## src/rtl/pla_sop_if.sv

```systemverilog
// Handshake and configuration bundle for pla_sop_engine.
// master = requester/configurator, slave = engine.
interface pla_sop_if #(
   parameter int NUM_IN    = 15,
   parameter int NUM_OUT   = 1,
   parameter int NUM_CUBES = 32
);
   localparam int AW = (NUM_CUBES > 1) ? $clog2(NUM_CUBES) : 1;

   logic                  cfg_we;
   logic                  cfg_ready;
   logic [AW-1:0]         cfg_addr;
   logic [2*NUM_IN-1:0]   cfg_lit;
   logic [NUM_OUT-1:0]    cfg_out;
   logic                  cfg_en;
   logic                  in_valid;
   logic                  in_ready;
   logic [NUM_IN-1:0]     in_x;
   logic                  out_valid;
   logic                  out_ready;
   logic [NUM_OUT-1:0]    out_y;
   logic                  busy;

   modport master (
      output cfg_we, cfg_addr, cfg_lit, cfg_out, cfg_en, in_valid, in_x, out_ready,
      input  cfg_ready, in_ready, out_valid, out_y, busy
   );

   modport slave (
      input  cfg_we, cfg_addr, cfg_lit, cfg_out, cfg_en, in_valid, in_x, out_ready,
      output cfg_ready, in_ready, out_valid, out_y, busy
   );
endinterface

```

## src/rtl/pla_sop_engine.sv

```systemverilog
// Sequential PLA sum-of-products evaluator: scans a programmable cube table one entry per cycle.
// Optional macro PLA_SOP_EARLY_EXIT_EN ends the scan as soon as the accumulator is all-ones.
//
// state | meaning
// IDLE  | table writable, waiting for a request (in_ready=1)
// SCAN  | evaluating cube idx against latched input, table write-locked
// DONE  | result held on out_y with out_valid=1 until out_ready
module pla_sop_engine #(
   parameter int NUM_IN    = 15,
   parameter int NUM_OUT   = 1,
   parameter int NUM_CUBES = 32
) (
   input logic        clk,
   input logic        rst,
   pla_sop_if.slave   bus
);
   localparam int AW = (NUM_CUBES > 1) ? $clog2(NUM_CUBES) : 1;
   localparam logic [AW-1:0] LAST_IDX = AW'(NUM_CUBES - 1);

   typedef enum logic [1:0] {IDLE, SCAN, DONE} state_t;

   state_t                state, state_nxt;
   logic [AW-1:0]         idx;
   logic [NUM_IN-1:0]     x_lat;
   logic [NUM_OUT-1:0]    acc, acc_nxt;
   logic [2*NUM_IN-1:0]   lit_mem  [NUM_CUBES];
   logic [NUM_OUT-1:0]    mask_mem [NUM_CUBES];
   logic [NUM_CUBES-1:0]  en_bits;
   logic [2*NUM_IN-1:0]   lit_cur;
   logic                  match;
   logic                  wr;
   logic                  scan_end;

   assign wr = bus.cfg_we && bus.cfg_ready;

   // Literal/mask storage is deliberately unreset; only the enables gate matching.
   always_ff @(posedge clk) begin
      if (wr) begin
         lit_mem[bus.cfg_addr]  <= bus.cfg_lit;
         mask_mem[bus.cfg_addr] <= bus.cfg_out;
      end
   end

   always_ff @(posedge clk) begin
      if (rst) begin
         en_bits <= '0;
      end else if (wr) begin
         en_bits[bus.cfg_addr] <= bus.cfg_en;
      end
   end

   // Literal pair bit 0 admits a 0 input, bit 1 admits a 1 input.
   always_comb begin
      lit_cur = lit_mem[idx];
      match   = en_bits[idx];
      for (int i = 0; i < NUM_IN; i++) begin
         match = match & (x_lat[i] ? lit_cur[2*i+1] : lit_cur[2*i]);
      end
      acc_nxt = acc | (match ? mask_mem[idx] : '0);
   end

`ifdef PLA_SOP_EARLY_EXIT_EN
   assign scan_end = (idx == LAST_IDX) || (&acc_nxt);
`else
   assign scan_end = (idx == LAST_IDX);
`endif

   always_ff @(posedge clk) begin
      if (rst) begin
         state <= IDLE;
      end else begin
         state <= state_nxt;
      end
   end

   always_comb begin
      state_nxt     = state;
      bus.in_ready  = 1'b0;
      bus.out_valid = 1'b0;
      bus.busy      = 1'b0;
      bus.cfg_ready = 1'b1;
      case (state)
         IDLE: begin
            bus.in_ready = 1'b1;
            if (bus.in_valid) state_nxt = SCAN;
         end
         SCAN: begin
            bus.busy      = 1'b1;
            bus.cfg_ready = 1'b0;
            if (scan_end) state_nxt = DONE;
         end
         DONE: begin
            bus.out_valid = 1'b1;
            if (bus.out_ready) state_nxt = IDLE;
         end
         default: state_nxt = IDLE;
      endcase
   end

   always_ff @(posedge clk) begin
      if (rst) begin
         idx   <= '0;
         acc   <= '0;
         x_lat <= '0;
      end else begin
         case (state)
            IDLE: begin
               if (bus.in_valid) begin
                  x_lat <= bus.in_x;
                  acc   <= '0;
                  idx   <= '0;
               end
            end
            SCAN: begin
               acc <= acc_nxt;
               if (idx != LAST_IDX) idx <= idx + 1'b1;
            end
            default: ;
         endcase
      end
   end

   // acc only moves in SCAN, so the DONE value stays put across legal table writes.
   assign bus.out_y = acc;

endmodule
```

## src/flat_wrapper.sv

```systemverilog
// flat-port wrapper written by rule: the top's interface ports become plain ports
module pla_sop_engine_flat 
#(
   parameter int NUM_IN    = 15,
   parameter int NUM_OUT   = 1,
   parameter int NUM_CUBES = 32
)
  (clk, rst, bus_cfg_we, bus_cfg_addr, bus_cfg_lit, bus_cfg_out, bus_cfg_en, bus_in_valid, bus_in_x, bus_out_ready, bus_cfg_ready, bus_in_ready, bus_out_valid, bus_out_y, bus_busy);
  pla_sop_if #(.NUM_IN(NUM_IN), .NUM_OUT(NUM_OUT), .NUM_CUBES(NUM_CUBES)) bus_i ();
  input logic clk;
  input logic rst;
  input wire logic [$bits(bus_i.cfg_we)-1:0] bus_cfg_we;
  input wire logic [$bits(bus_i.cfg_addr)-1:0] bus_cfg_addr;
  input wire logic [$bits(bus_i.cfg_lit)-1:0] bus_cfg_lit;
  input wire logic [$bits(bus_i.cfg_out)-1:0] bus_cfg_out;
  input wire logic [$bits(bus_i.cfg_en)-1:0] bus_cfg_en;
  input wire logic [$bits(bus_i.in_valid)-1:0] bus_in_valid;
  input wire logic [$bits(bus_i.in_x)-1:0] bus_in_x;
  input wire logic [$bits(bus_i.out_ready)-1:0] bus_out_ready;
  output wire logic [$bits(bus_i.cfg_ready)-1:0] bus_cfg_ready;
  output wire logic [$bits(bus_i.in_ready)-1:0] bus_in_ready;
  output wire logic [$bits(bus_i.out_valid)-1:0] bus_out_valid;
  output wire logic [$bits(bus_i.out_y)-1:0] bus_out_y;
  output wire logic [$bits(bus_i.busy)-1:0] bus_busy;
  assign bus_i.cfg_we = bus_cfg_we;
  assign bus_i.cfg_addr = bus_cfg_addr;
  assign bus_i.cfg_lit = bus_cfg_lit;
  assign bus_i.cfg_out = bus_cfg_out;
  assign bus_i.cfg_en = bus_cfg_en;
  assign bus_i.in_valid = bus_in_valid;
  assign bus_i.in_x = bus_in_x;
  assign bus_i.out_ready = bus_out_ready;
  assign bus_cfg_ready = bus_i.cfg_ready;
  assign bus_in_ready = bus_i.in_ready;
  assign bus_out_valid = bus_i.out_valid;
  assign bus_out_y = bus_i.out_y;
  assign bus_busy = bus_i.busy;
  pla_sop_engine #(.NUM_IN(NUM_IN), .NUM_OUT(NUM_OUT), .NUM_CUBES(NUM_CUBES)) u_core (.clk(clk), .rst(rst), .bus(bus_i));
endmodule
```

## config.mk

```make
export PLATFORM = sky130hd
export DESIGN_NAME = pla_sop_engine_flat
export DESIGN_NICKNAME = d
export VERILOG_FILES = /design/src/rtl/pla_sop_if.sv /design/src/rtl/pla_sop_engine.sv /design/src/flat_wrapper.sv
export SDC_FILE = /design/constraint.sdc
export NUM_CORES = 1
export LEC_CHECK = 0
export BUFFER_PORTS_ARGS = -buffer_cell sky130_fd_sc_hd__buf_2
export CAP_MARGIN = 10
export CORE_ASPECT_RATIO = 0.75
export CORE_MARGIN = 4
export CORE_UTILIZATION = 25
export DETAILED_ROUTE_END_ITERATION = 10
export PLACE_DENSITY = 0.46
export SYNTH_ARGS = -nofsm -noshare
export SYNTH_HDL_FRONTEND = slang
export SYNTH_SLANG_ARGS = --single-unit
```

## constraint.sdc

```tcl
create_clock -name clk -period 3.5 [get_ports clk]
set_clock_uncertainty 0.2 [all_clocks]
set_input_delay 0.35 -clock clk [delete_from_list [all_inputs] [get_ports clk]]
set_output_delay 0.35 -clock clk [all_outputs]
set_load 0.01 [all_outputs]
```

Word level (Yosys, flattened, before mapping)

Memories as Yosys holds them, arrays and structs flattened. A register that Yosys moved wholly into a read port is not among the register bits.
Cells that the tools add are included.

Bits of input ports: 57
Flip-flop bits (word level): 55
RAM bits: 992
Output and inout port bits: 5
Logic and storage cells: 83
Memories: 2

Reduce and logical (&&, ||, !) cells: 8
$add $sub $neg: 1
Order comparisons: 3
Bitwise gates (word level): 16
Equal/unequal tests: 8
Mux-type cells: 40

Memories:

| name            | words | bits a word | read ports | clocked after memory_dff | wr ports | line                 | text |
|---|---|---|---|---|---|---|---|
| u_core.lit_mem  | 32    | 30          | 1          | 1                        | 1        | pla_sop_engine.sv:26 | `logic [2*NUM_IN-1:0] lit_mem [NUM_CUBES];` |
| u_core.mask_mem | 32    | 1           | 1          | 1                        | 1        | pla_sop_engine.sv:27 | `logic [NUM_OUT-1:0] mask_mem [NUM_CUBES];` |

Operators with widths:

| operator                                                          | count |
|---|---|
| bitwise mux 32 bit                                                | 1 |
| 2-to-1 mux 5 bit                                                  | 6 |
| 2-to-1 mux 1 bit                                                  | 25 |
| bitwise AND 1 bit                                                 | 15 |
| less-than comparator 5 x 6 -> 1 bit, second input constant        | 2 |
| one-hot mux 5 bit (2 select lines)                                | 1 |
| 2-to-1 mux 2 bit                                                  | 3 |
| one-hot mux 2 bit (3 select lines)                                | 1 |
| AND reduction 3 bit                                               | 2 |
| adder 5 x 1 -> 5 bit, second input constant                       | 1 |
| binary-select mux 1 bit (select 5 bit)                            | 1 |
| demux 1 bit (select 5 bit)                                        | 1 |
| == test 5 bit, second input constant                              | 1 |
| greater-or-equal comparator 5 x 1 -> 1 bit, second input constant | 1 |
| inequality test 5 bit, second input constant                      | 1 |
| inequality test 2 x 1 -> 1 bit, second input constant             | 2 |
| inequality test 2 bit, second input constant                      | 2 |
| AND reduction 2 bit                                               | 2 |
| == test 2 x 1 -> 1 bit, second input constant                     | 1 |
| == test 2 bit, second input constant                              | 1 |
| logical AND 1 bit                                                 | 2 |
| zero test 2 bit                                                   | 1 |
| one-hot mux 1 bit (2 select lines)                                | 1 |
| nonzero test 2 bit                                                | 1 |
| OR 1 bit                                                          | 1 |

Depth between registers and ports, before layout

Gate-level depths: netlist of run 1.

Word-level depth: 20
Mapped depth: 14
Mapped depth without buffers: 8

Worst setup path after synthesis of run 1

OpenSTA, ideal clock, no wires.

Path type: register to register
From: register u_core.state[1]
To: memory u_core.lit_mem[4][0] (netlist name) (enable)
Data required time: 2.879 ns
Data arrival time: 2.805 ns
Stages on the path, launching flop included: 8
Slack: 0.075 ns
Buffers on the path: 3
Setup time: 0.421 ns
Clock period less this slack: 3.425 ns
Cell sequence: dfxtp_1 nand2b_1 clkbuf_1 nand2_1 or3_1 clkbuf_1 clkbuf_1 nor2_1

Word-level cells in the longest chain between the ends: 5

RTL lines:

| what                                   | line                 | text |
|---|---|---|
| from (decl)                            | pla_sop_engine.sv:22 | `state_t state, state_nxt;` |
| from (signal assigned)                 | pla_sop_engine.sv:72 | `state <= state_nxt;` |
| == test 2 x 1 -> 1 bit                 | pla_sop_engine.sv:82 | `case (state)` |
| 2-to-1 mux 1 bit                       | pla_sop_engine.sv:82 |  |
| named net bus_cfg_ready                | flat_wrapper.sv:20   | `output wire logic [$bits(bus_i.cfg_ready)-1:0] bus_cfg_ready;` |
| logical AND 1 bit                      | pla_sop_engine.sv:34 | `assign wr = bus.cfg_we && bus.cfg_ready;` |
| 2-to-1 mux 1 bit                       | pla_sop_engine.sv:38 | `if (wr) begin` |
| 2-to-1 mux 1 bit (implied by the code) | pla_sop_engine.sv:39 | `lit_mem[bus.cfg_addr] <= bus.cfg_lit;` |
| to (decl)                              | pla_sop_engine.sv:26 |  |

The timed path passes the listed nets, and every way through them passes these cells.

==> results of run 1 <==
==> what timing repair did <==
item / 4_1_cts / 5_1_grt
setup endpoints to repair: 1 / 1
buffers inserted: 5 / 3
cloned: 0 / 1
hold buffers: 58 / 0
endpoints found under the hold margin: 1013 / 0
resized for setup: 2 / 4
pin swaps: 1 / 1
==> report_power, final <==
part           switching, mW  internal (mW)
Clock                   4.86           6.38
Combinational          0.757          0.498
Sequential            0.0466           13.8
Total                   5.66           20.7
==> metrics by stage <==
step | worst slack, ns | TNS, ns | utilization (%) | hold WS, ns
5_1_grt | 0.005413 | 0 | 30.11 | 0.1262
3_5_place_dp | -0.2664 | -0.2664 | 27.63 | 0.2463
4_1_cts | 0.02748 | 0 | 30.07 | 0.03101
2_1_floorplan | 0.07469 | 0 | - | 0.2312
3_3_place_gp | -0.2828 | -0.2828 | 27.63 | 0.2442
6_report | 0.1631 | 0 | 30.11 | 0.08700
==> cells by family after synthesis <==
group,synth area share [%]
compound gates,4.317
buf+inv,2.514
simple gates,3.423
fa+ha+maj,0.06036
mux,14.88
xor+xnor,0.04227
flops,74.76
==> sequential cells by signal (all words and copies together), names as in the netlist, named ones only <==
| register | count |
|---|---|
| u_core.lit_mem | 960 |
| u_core.en_bits | 32 |
| u_core.mask_mem | 32 |
| u_core.x_lat | 15 |
| u_core.idx | 5 |
| u_core.state | 2 |
| u_core.bus.out_y | 1 |
==> final timing paths <==
| check | to | slack (ns) | cells after the start |
|---|---|---|---|
| setup / recovery | u_core.bus.out_y | 0.16 | 11 |
| hold / removal | u_core.bus.out_y | 0.09 | 4 |
| setup reg to reg | u_core.bus.out_y | 0.16 | 11 |
| hold reg to reg | u_core.x_lat[6] | 0.25 | 2 |
==> layer usage <==
metal / wire [µm] / up-vias / GRT usage, %
met5: 34 / - / 0
li1: - / 9233 / -
met3: 6431 / 156 / 2.393
met4: 2085 / 4 / 2.771
met1: 59150 / 11900 / 20.88
met2: 56590 / 699 / 21.77
==> critical path, delay by kind of cell (launching register included) <==
| kind | cells | cell delay [ns] |
|---|---|---|
| AO/OA/AOI/OAI | 5 | 0.99 |
| AND/OR/NAND/NOR | 3 | 0.83 |
| buffers and inverters | 3 | 0.68 |
| flip-flops | 1 | 0.48 |
==> cell usage in the layout (no fill, tap or decap), types with 9 or more instances in the layout <==
cell type	synthesis	final
a211oi_1	21	21
clkinv_2	0	18
mux4_2	130	130
nor2b_1	28	27
buf_12	10	38
clkbuf_16	0	104
nand2_1	109	109
dlygate4sd3_1	0	58
edfxtp_1	992	992
o22ai_1	10	10
dfxtp_1	60	56
nand2b_1	13	13
nand4_1	11	11
clkbuf_1	32	23
a21oi_1	75	75
a22oi_1	55	55
o21ai_0	45	45
buf_2	15	61
clkinv_1	0	12
nor2_4	0	33
mux4_1	67	67
bufinv_16	0	12
nor3_1	9	9
o211ai_1	12	12
nor2_1	63	31
mux2i_1	141	141
nand3_1	27	27
buf_4	20	136
==> area by class of cell <==
cell class              count  area, µm²  share of cell area [%]
clock inverters            57      671.9                   1.354
inverters                   7      26.28                 0.05295
multi-input cells         915       9676                   19.50
repair buffers            296       2748                   5.537
well taps                2227       2786                   5.616
diodes                      1      2.502                0.005043
flip-flops and latches   1052      31000                   62.48
clock buffers             129       2705                   5.452
==> impl_metrics.json, run 1 <==
{
  "worstHoldStart": "rst",
  "syn_area_um2": 41450,
  "clockBufferDepth": 3,
  "cap_violations": 0,
  "wl_mm": 124.3,
  "p_total_mw": 26.38,
  "finalMaxSlewViolations": 0,
  "die_x_um": 478.2,
  "ioPinCount": 62,
  "crit_path_top_delay_cell": "dfxtp_4",
  "grt_pass1_wl_mm": 174.0,
  "post-place-cells": 4431,
  "start_util_pct": 25.15,
  "drt_iter0_drc": 2329,
  "numClockSinks": 1052,
  "arrival_ns": 3.73,
  "clk_pin_slew_ns": 0.07,
  "yosysTopAreaCellShare_pct": 71.87,
  "worstMarginPinSlew_ns": 0.7884,
  "drive_gt1_share_pct": 23.70,
  "dieArea_um2": 172400,
  "synthArstFlopShare_pct": 0,
  "gr-total-overflow": 0,
  "drt_pass1_iterations": 5,
  "wl_per_cell_um": 26.53,
  "finalCritPeriodShare_pct": 95.34,
  "post_dp_cell_area_um2": 45530,
  "synth_edf_count": 992,
  "required_ns": 3.89,
  "min-delay-path-class": "in -> reg",
  "cpPeakStageDelay_ns": 0.48,
  "stdcell_count": 4684,
  "setup-violations-final": 0,
  "end_kind": "flop",
  "yosys_warnings": 0,
  "io_buffers": 61,
  "drc": 0,
  "synth_common_cells": "edfxtp_1, mux2i_1, mux4_2",
  "yosysMostFrequentCell": "edfxtp_1",
  "synth_cell_types": 67,
  "ant_nets": 0,
  "rsz0062_at_grt": "no",
  "p_leak_nw": 15.13,
  "core_um2": 164800,
  "run_status": "completed",
  "finalInstanceArea_um2": 49620,
  "crit_chain": "buf_12 > buf_12 > nor2b_1 > buf_4 > a22oi_1 > a21oi_1 > nor3b_1 > a22oi_1 > o211ai_1 > nand4_1 > o21ai_1",
  "cp_max_fo": 21,
  "synth.avg_cell_area_um2": 19.84,
  "track_usage_pct": 14.08,
  "hold_violations": 0,
  "ir_worst_vdd_mv": 0.4037,
  "cts_root_buf": "clkbuf_16",
  "insertion_delay_ns": 0.70,
  "syn_inst": 2089,
  "die_h_um": 360.6,
  "antenna_found_initial": 6,
  "rows": 129,
  "start_kind": "flop",
  "nets": 2432,
  "post-route-min-period_ns": 3.337,
  "globalplace.congestion": 0.7636,
  "setup.worst_path.class": "reg -> reg",
  "synth_fp_nets": 2148,
  "synth_top_area_cell": "edfxtp_1",
  "synthTopCellsByArea": "edfxtp_1, mux4_2, mux4_1, mux2i_1, dfxtp_1",
  "dpl.hpwl_mm": 74.89,
  "num-fill-cells": 16020,
  "p_per_area_nw_per_um2": 531.6,
  "synth-seq-cells": 1052,
  "cts_tree": "done",
  "area_growth_pct": 19.71,
  "seq_area_frac_synth_pct": 74.76,
  "grt_max_degree": 49,
  "h-tree-depth": 3,
  "viasPerCell": 4.694,
  "ys.flop_type": "edfxtp_1",
  "cts_buffers": 101,
  "relSlewSlack_pct": 47.44,
  "grt_pass1_vias": 22160,
  "max_freq_mhz": 299.7,
  "route.vias.total": 21990
}
Power figures use the tool's default switching activity.
==> run 2, diff against run 1 <==
Settings changed: CORE_UTILIZATION 25 to 55, PLACE_DENSITY 0.46 to 0.8.
==> impl_metrics.json, run 2 (synthesized netlist as in run 1, its figures left out) <==
{
  "run_status": "completed",
  "switching_power_mw": 5.123,
  "p_per_area_nw_per_um2": 530.4,
  "drc": 0,
  "ir_worst_vdd_mv": 0.4316,
  "drt_iter0_drc": 3765,
  "dpl.hpwl_mm": 57.57,
  "rows": 86,
  "core_um2": 74030,
  "h-tree-depth": 3,
  "final_cell_mix": "edfxtp_1, mux2i_1, mux4_2",
  "use_met2_pct": 41.04,
  "finalInstanceArea_um2": 46770,
  "reg_top3": "u_core.lit_mem: 960 flops, u_core.en_bits: 32 flops, u_core.mask_mem: 32 flops",
  "max_freq_mhz": 292.2,
  "grt_pass1_vias": 22110,
  "viasPerCell": 6.756,
  "worstMarginPinSlew_ns": 1.054,
  "clk_pin_slew_ns": 0.07,
  "sw_frac_of_total_pct": 20.65,
  "p_leak_nw": 14.39,
  "start_kind": "flop",
  "pwr-share-clk_pct": 39.4,
  "insertion_delay_ns": 0.64,
  "io_buffers": 61,
  "hold_violations": 0,
  "cts_setup_buffers": 0,
  "setup.worst_path.class": "reg -> reg",
  "setup-violations-final": 0,
  "relSlewSlack_pct": 29.58,
  "tns_ns": 0,
  "largest_reg_flops": 960,
  "globalplace.congestion": 0.8541,
  "cts_root_buf": "clkbuf_16",
  "use_met3_pct": 6.883,
  "grt-busiest-layer": "met2",
  "rsz0062_at_grt": "no",
  "ioPinCount": 62,
  "nets": 2332,
  "met1_usage_pct": 38.33,
  "finalCritPeriodShare_pct": 97.78,
  "clockBufferDepth": 3,
  "wl_mm": 107.3,
  "start_util_pct": 55.99,
  "cap_violations": 0,
  "numClockSinks": 1052,
  "grt_max_degree": 65,
  "required_ns": 3.88,
  "multi_input_area_um2": 9658,
  "drive_gt1_share_pct": 20.14,
  "pwr-share-seq_pct": 56.0,
  "cp_max_fo": 14,
  "route.vias.total": 22380,
  "gr-total-overflow": 0,
  "post_dp_cell_area_um2": 43450,
  "track_usage_pct": 26.83,
  "final_util_pct": 63.17,
  "post-route-min-period_ns": 3.422,
  "seqCellArea_um2": 31000,
  "p_int_mw": 19.68,
  "cts_tree": "done",
  "area_growth_pct": 12.83,
  "arrival_ns": 3.80,
  "cts_buffers": 91,
  "num-fill-cells": 4765,
  "die_x_um": 325.0,
  "dieArea_um2": 79860,
  "ant_nets": 0,
  "regMostFlops": "u_core.lit_mem",
  "layout_commonest_cell": "edfxtp_1",
  "drt_pass1_iterations": 6,
  "die_h_um": 245.7,
  "wl_per_cell_um": 32.38,
  "rrSetupSlack_ns": 0.08,
  "min-delay-path-class": "in -> reg",
  "end_kind": "flop",
  "antenna_found_initial": 3,
  "finalMaxSlewViolations": 0,
  "combPwrFrac_pct": 4.6,
  "grt_pass1_wl_mm": 154.7
}
==> run 2: cell type report <==
| type | instances | share of cell area (%) |
|---|---|---|
| Antenna cell | 1 | 0.005351 |
| Multi-Input combinational cell | 915 | 20.65 |
| Clock inverter | 52 | 0.9204 |
| Inverter | 7 | 0.05618 |
| Clock buffer | 112 | 5.150 |
| Tap cell | 968 | 2.590 |
| Sequential cell | 1052 | 66.30 |
| Timing Repair Buffer | 206 | 4.329 |
==> run 2: power groups by stage <==
| stage | clock network [mW] | logic (mW) | registers, mW |
|---|---|---|---|
| finish | 9.78 | 1.13 | 13.9 |
| global route | 10.4 | 1.20 | 13.9 |
| CTS | 9.88 | 1.12 | 13.9 |
| detailed placement | 0 | 1.06 | 14.2 |
| global placement | 0 | 1.03 | 14.2 |
| floorplan | 0 | 0.674 | 14.1 |
==> run 2: metrics by stage <==
| step | hold WS, ns | std cells | worst slack [ns] | power (mW) |
|---|---|---|---|---|
| 6_report | 0.03629 | 3313 | 0.07770 | 24.80 |
| 3_5_place_dp | 0.2604 | 3101 | 0.1876 | 15.22 |
| 3_3_place_gp | 0.2380 | 3101 | 0.2501 | 15.18 |
| 5_1_grt | 0.02765 | 3312 | 0.05220 | 25.50 |
| 2_1_floorplan | 0.2312 | 2089 | 0.07469 | 14.80 |
| 4_1_cts | 0.0007923 | 3312 | 0.1475 | 24.88 |
==> run 2: timing repair <==
item                       CTS  global route
hold endpoints to repair   869             0
resized for setup            0             1
setup endpoints to repair    0             1
hold buffers                47             0
==> run 2: per-layer routing <==
| metal | vias up | wire, µm |
|---|---|---|
| met5 | - | 23 |
| met4 | 4 | 3297 |
| met3 | 231 | 14160 |
| met2 | 1657 | 49660 |
| met1 | 11490 | 40110 |
| li1 | 8998 | - |
==> run 2: final timing paths <==
kind,start,to,cells after the start
hold reg to reg,u_core.x_lat[6],u_core.x_lat[6],2
hold / removal,bus_cfg_lit[16],u_core.lit_mem[7][16],1
setup reg to reg,flop,u_core.bus.out_y,10
setup / recovery,flop,u_core.bus.out_y,10
==> run 2: worst max-delay path, cell delays in order (launching register included) <==
cell and delay [ns]:
dfxtp_4 0.53, buf_12 0.21, buf_4 0.19, mux2i_1 0.12, o221ai_2 0.23, o21ai_2 0.09
a2111oi_2 0.77, o2111ai_1 0.25, o32a_1 0.28, a2111o_1 0.33, o21ai_1 0.14
